[src/rtl/float_struct_pkg.sv]
// Shared float types and constants for the adder / normalize-round pipeline.
package float_struct;

  typedef enum logic [1:0] {
    OK  = 2'b00,
    NAN = 2'b01,
    INF = 2'b10,
    NUL = 2'b11
  } states;

  localparam int          EXP_MAX = 255;
  localparam int          BIAS    = 127;
  localparam logic [31:0] QNAN    = 32'h7FC0_0000;

  // Raw adder result: carry, hidden bit, 23-bit fraction, then guard/round/sticky.
  typedef struct packed {
    logic        sign;
    logic [7:0]  exp;
    logic [27:0] mant;
    states       st;
  } sum_t;

endpackage

[src/rtl/leading_zero_counter.sv]
// Combinational leading-zero count; an all-zero input reports WIDTH.
module leading_zero_counter #(
  parameter int WIDTH = 27
) (
  input  logic [WIDTH-1:0]           i_data,
  output logic [$clog2(WIDTH+1)-1:0] o_count
);

  localparam int CNT_W = $clog2(WIDTH + 1);

  // Ascending scan: the last hit is the most significant set bit.
  always_comb begin
    o_count = CNT_W'(WIDTH);
    for (int i = 0; i < WIDTH; i++) begin
      if (i_data[i]) o_count = CNT_W'(WIDTH - 1 - i);
    end
  end

endmodule

[src/rtl/shift_reg_base.sv]
// Generic synchronous-reset shift register, STAGES deep, WIDTH bits wide.
module shift_reg_base #(
  parameter int WIDTH  = 1,
  parameter int STAGES = 3
) (
  input  logic             clk,
  input  logic             rst,
  input  logic [WIDTH-1:0] i_d,
  output logic [WIDTH-1:0] o_q
);

  logic [STAGES-1:0][WIDTH-1:0] r_pipe;

  // NOTE: sequential state is written with non-blocking assignments only.
  always_ff @(posedge clk) begin
    if (rst) begin
      r_pipe <= '0;
    end else begin
      r_pipe[0] <= i_d;
      for (int i = 1; i < STAGES; i++) r_pipe[i] <= r_pipe[i-1];
    end
  end

  assign o_q = r_pipe[STAGES-1];

endmodule

[src/rtl/fp_normalize_round.sv]
// Normalize, round-to-nearest-even and pack an adder sum into IEEE-754 single.
module fp_normalize_round
  import float_struct::*;
#(
  parameter int STAGES = 3,
  parameter int MANT_W = 28
) (
  input  logic              clk,
  input  logic              rst,
  input  logic              sum_sign,
  input  logic [7:0]        sum_exp,
  input  logic [MANT_W-1:0] sum_mant,
  input  logic [1:0]        in_state,
  input  logic              arg_vld,
  output logic [31:0]       result,
  output logic [1:0]        state,
  output logic              res_vld
);

  localparam logic signed [9:0] EXP_LIM = 10'(EXP_MAX);

  // ---------------- S1: capture ----------------
  logic [4:0] w_lzc;
  sum_t       r1_sum;
  logic [4:0] r1_lzc;
  logic       r1_carry;
  logic       r1_zero;

  leading_zero_counter #(.WIDTH(27)) u_lzc (
    .i_data  (sum_mant[26:0]),
    .o_count (w_lzc)
  );

  always_ff @(posedge clk) begin
    if (rst) begin
      r1_sum   <= '0;
      r1_lzc   <= '0;
      r1_carry <= 1'b0;
      r1_zero  <= 1'b0;
    end else if (arg_vld) begin
      r1_sum   <= '{sign: sum_sign, exp: sum_exp, mant: sum_mant, st: states'(in_state)};
      r1_lzc   <= w_lzc;
      r1_carry <= sum_mant[27];
      r1_zero  <= (sum_mant == '0);
    end
  end

  // ---------------- S2: normalize ----------------
  logic signed [9:0] w_exp_inc;
  logic signed [9:0] w_exp_dec;
  logic signed [9:0] w_n_exp;
  logic [26:0]       w_n_mant;
  states             w_n_state;

  assign w_exp_inc = $signed({2'b00, r1_sum.exp}) + 10'sd1;
  assign w_exp_dec = $signed({2'b00, r1_sum.exp}) - $signed({5'b0, r1_lzc});

  // NOTE: every always_comb output gets a default first so no latch is inferred.
  always_comb begin
    w_n_state = OK;
    w_n_exp   = w_exp_dec;
    w_n_mant  = r1_sum.mant[26:0] << r1_lzc;
    if (r1_sum.st != OK) begin
      w_n_state = r1_sum.st;
    end else if (r1_carry) begin
      // The dropped LSB folds into sticky so rounding still sees it.
      w_n_mant = {r1_sum.mant[27:2], |r1_sum.mant[1:0]};
      w_n_exp  = w_exp_inc;
      if (w_exp_inc >= EXP_LIM) w_n_state = INF;
    end else if (r1_zero || w_exp_dec <= 10'sd0) begin
      w_n_state = NUL;
    end else if (w_exp_dec >= EXP_LIM) begin
      w_n_state = INF;
    end
  end

  logic              r2_sign;
  logic signed [9:0] r2_exp;
  logic [26:0]       r2_mant;
  states             r2_state;

  always_ff @(posedge clk) begin
    if (rst) begin
      r2_sign  <= 1'b0;
      r2_exp   <= '0;
      r2_mant  <= '0;
      r2_state <= OK;
    end else begin
      r2_sign  <= r1_sum.sign;
      r2_exp   <= w_n_exp;
      r2_mant  <= w_n_mant;
      r2_state <= w_n_state;
    end
  end

  // ---------------- S3: round and pack ----------------
  logic              w_round_up;
  logic [24:0]       w_rounded;
  logic [22:0]       w_frac;
  logic signed [9:0] w_fin_exp;
  logic [31:0]       w_res;
  states             w_st;

  assign w_round_up = r2_mant[2] & (r2_mant[1] | r2_mant[0] | r2_mant[3]);
  assign w_rounded  = {1'b0, r2_mant[26:3]} + 25'(w_round_up);
  // A carry-out leaves exactly 1.0, so the one-bit shift yields a zero fraction.
  assign w_frac     = w_rounded[24] ? w_rounded[23:1] : w_rounded[22:0];
  assign w_fin_exp  = r2_exp + (w_rounded[24] ? 10'sd1 : 10'sd0);

  always_comb begin
    w_res = {r2_sign, 31'h0};
    w_st  = r2_state;
    case (r2_state)
      OK: begin
        if (w_fin_exp >= EXP_LIM) begin
          w_res = {r2_sign, 8'hFF, 23'h0};
          w_st  = INF;
        end else begin
          w_res = {r2_sign, w_fin_exp[7:0], w_frac};
        end
      end
      NAN:     w_res = QNAN;
      INF:     w_res = {r2_sign, 8'hFF, 23'h0};
      default: ;
    endcase
  end

  logic [31:0] r3_result;
  states       r3_state;

  always_ff @(posedge clk) begin
    if (rst) begin
      r3_result <= '0;
      r3_state  <= OK;
    end else begin
      r3_result <= w_res;
      r3_state  <= w_st;
    end
  end

  assign result = r3_result;
  assign state  = r3_state;

  shift_reg_base #(.WIDTH(1), .STAGES(STAGES)) u_vld (
    .clk (clk),
    .rst (rst),
    .i_d (arg_vld),
    .o_q (res_vld)
  );

endmodule

[config.mk]
export PLATFORM = sky130hd
export DESIGN_NAME = fp_normalize_round
export DESIGN_NICKNAME = d
export VERILOG_FILES = /design/src/rtl/float_struct_pkg.sv /design/src/rtl/leading_zero_counter.sv /design/src/rtl/shift_reg_base.sv /design/src/rtl/fp_normalize_round.sv
export SDC_FILE = /design/constraint.sdc
export NUM_CORES = 1
export LEC_CHECK = 0
export CAP_MARGIN = 20
export CORE_ASPECT_RATIO = 0.8
export CORE_UTILIZATION = 57
export CTS_CLUSTER_SIZE = 40
export DETAILED_ROUTE_END_ITERATION = 10
export PLACE_DENSITY = 0.81
export REMOVE_ABC_BUFFERS = 1
export SLEW_MARGIN = 20
export SYNTH_ARGS = -nofsm -noshare
export SYNTH_HDL_FRONTEND = slang
export SYNTH_SLANG_ARGS = --single-unit
[constraint.sdc]
create_clock -name clk -period 5.3 [get_ports clk]
set_clock_uncertainty 0.15 [all_clocks]
set_input_delay 1.06 -clock clk [delete_from_list [all_inputs] [get_ports clk]]
set_output_delay 1.06 -clock clk [all_outputs]
set_load 0.02 [all_outputs]
==> impl_metrics.ini <==
[outcome]
status = finished, final reports clean

[worst_setup_path]
rr_startpoint = r2_mant[2]
critical_path_class = reg2reg
crit_family = simple AND/OR/NAND/NOR gates
worst_path_largest_cell_delay_ps = 660
critical_path_buf_inv_count = 1
slowest_stage = or4_4
cp.required_ps = 5460
crit_path_end_kind = flop
cp-start-kind = flop
path_cells = and2_1 > ha_1 > and3_4 > and3_1 > nand2_4 > or4_4 > inv_1 > ha_1 > ha_1 > nand3_1 > xnor2_1 > nand3_1 > a221o_2 > nand3_1 > o21ba_2
crit_fanout = 11
startpoint = r2_mant[2]
arrival_ps = 4480

[clock_tree]
clock_sinks = 122
cts_max_level = 4
tritoncts = yes
postCtsSetupRepairBufs = 0
cts-resized-gates = 0
numCtsBuffers = 17
cts-root-buf = clkbuf_16
clk_latency_ps = 420
cts_buffer_depth = 2
clk_pin_slew_ps = 60
ctsHoldBuffers = 0

[floorplanning]
ios = 77
die_h_um = 98.72
coreArea_sq_mm = 0.01115
die_area_sq_mm = 0.01213
placementRows = 34
start_util = 0.5980
dieWidth_um = 122.9

[grt]
antenna_found_initial = 0
grt_max_degree = 48
grt_overflow = 0
grt_usage = 0.3060
grt_first_pass_wirelength_um = 28700
grt_pass1_vias = 5653

[cells_and_area]
layout_common_cells = dfxtp_1 (122), nor2_1 (116), clkdlybuf4s50_1 (74), nand2_1 (60), mux2i_1 (60)
area_growth_pct = 21.10
nNetsFinal = 867
drive_above_1_share = 0.1033
layout_commonest_cell = dfxtp_1
seqCellArea_sq_mm = 0.002442
nFillCells = 799
multi_input_area_sq_mm = 0.003921
design_area_sq_mm = 0.008071
antenna_cells = 0

[placement]
gp_congestion = 0.9142
numPortBuffers = 76
dp_slack_ps = 1076
dpl_cell_area_sq_mm = 0.007445
hpwl_um = 12760

[flow_run]
cap_violations = 0

[detailed_routing]
wl_met3_um = 1615
met2_length_um = 7915
drtIter0Drc = 586
final_antenna_net_count = 0
wirelength_um = 17710
routed.top_layer = met4
via_per_inst = 6.226
drc = 0
wl_met1_um = 7787
vias = 6021
wire_per_inst_um = 18.31
drt_first_pass_iters = 5

[hold_path]
min_path_type = reg2reg
hp-start = u_vld.r_pipe[0]

[timing]
tightest_slew_ps = 1109
rsz0062_at_grt = false
fin_crit_sh = 0.8155
hold_viol_final = 0
setup_viol = 0
maxSlewViolCount = 0
timing.final.ws_setup_ps = 977.7
fin_crit_ps = 4322
relSlewSlack = 0.2579
finalSetupTns_ps = 0
clock.fmax_mhz = 231.4

[logic_synthesis]
syn_avg_cell_area_sq_um = 8.875
synth_ff_type = dfxtp_1
yosysUniqueCellTypes = 67
yosysSeqAreaShare = 0.3664
synth_edf_count = 0
async_reset_ff_frac = 0
netlist_instances = 751
ys_ff_latch = 122
syn-cell-area_sq_mm = 0.006665
yosysWarnings = 0

[power]
pwr_density_cell_mw_per_mm2 = 332.3
irDropWorstVdd_mv = 0.2144
leakagePower_nw = 3.113
total_power_mw = 2.682
==> metal layers <==
metal / up-vias / GRT usage
met4: 0 / 0.09944
met5: - / 0
li1: 2832 / -
met1: 2821 / 0.4204
met2: 328 / 0.4758
met3: 40 / 0.06829
==> cell families (layout without fill, tap and decap cells) <==
group,after synthesis,after routing,synth area share
muxes,87,87,0.1746
and+or+nand+nor,292,292,0.2103
AOI/OAI and AO/OA,131,131,0.1269
buffers and inverters,68,140,0.04524
DFF,122,122,0.3664
adders and majority gates,15,15,0.02929
xor gates and xnor gates,36,36,0.04731
==> synth_stat cells, types with 3 or more instances <==
master	count	area share
inv_1	23	0.013
xnor2_1	22	0.029
buf_2	7	0.0053
a22o_1	7	0.0092
nor3_1	22	0.017
or3_1	4	0.0038
nand2_1	60	0.034
mux2_2	4	0.0068
o22ai_1	6	0.0056
o211ai_1	4	0.0045
a21o_1	4	0.0045
nor4_1	12	0.011
mux4_2	23	0.078
dfxtp_1	122	0.37
a31oi_1	6	0.0056
a211oi_1	16	0.018
and3_1	5	0.0047
nor2b_1	7	0.0066
a21oi_1	38	0.029
a22oi_1	3	0.0034
o21ai_0	25	0.019
nand3_1	24	0.018
xor2_1	14	0.018
ha_1	14	0.026
buf_6	5	0.0084
mux2i_1	60	0.090
nor2_1	116	0.065
nand2b_1	4	0.0038
clkbuf_1	23	0.013
buf_1	9	0.0051
nand4_1	12	0.011
and3_2	4	0.0045
==> through the flow <==
step	hold WS [ps]	cells	util
floorplan	263.8	707	-
global placement	281.8	935	0.6679
detailed placement	290.4	935	0.6679
CTS	304.5	967	0.7242
global route	311.7	967	0.7242
finish	300.5	967	0.7242
==> power breakdown <==
part	internal, mW	switching, mW	total (mW)
combinational	0.193	0.227	0.421
sequential	0.982	0.0639	1.05
clock	0.780	0.435	1.22
total	1.96	0.726	2.68
==> flip-flops by register name (all words and copies together) (netlist names) <==
register      count
r1_lzc            5
r1_sum           39
r1_zero           1
r2_exp           10
r2_mant          27
r2_sign           1
r2_state          2
result           32
state             2
u_vld.o_q         1
u_vld.r_pipe      2
==> area by class of cell <==
type | count | area share
well taps | 144 | 0.02232
multi-input cells | 561 | 0.4858
clock inverters | 12 | 0.01984
repair buffers | 84 | 0.1004
flip-flops and latches | 122 | 0.3026
clock buffers | 20 | 0.05782
inverters | 24 | 0.01116
==> path summary, 6_finish.rpt <==
check               endpoint  cells after the start  slack, ps
max               result[18]                     15        980
min          u_vld.r_pipe[1]                      1        300
max reg2reg       result[18]                     15        980
min reg2reg  u_vld.r_pipe[1]                      1        300
Power figures use the tool's default switching activity.
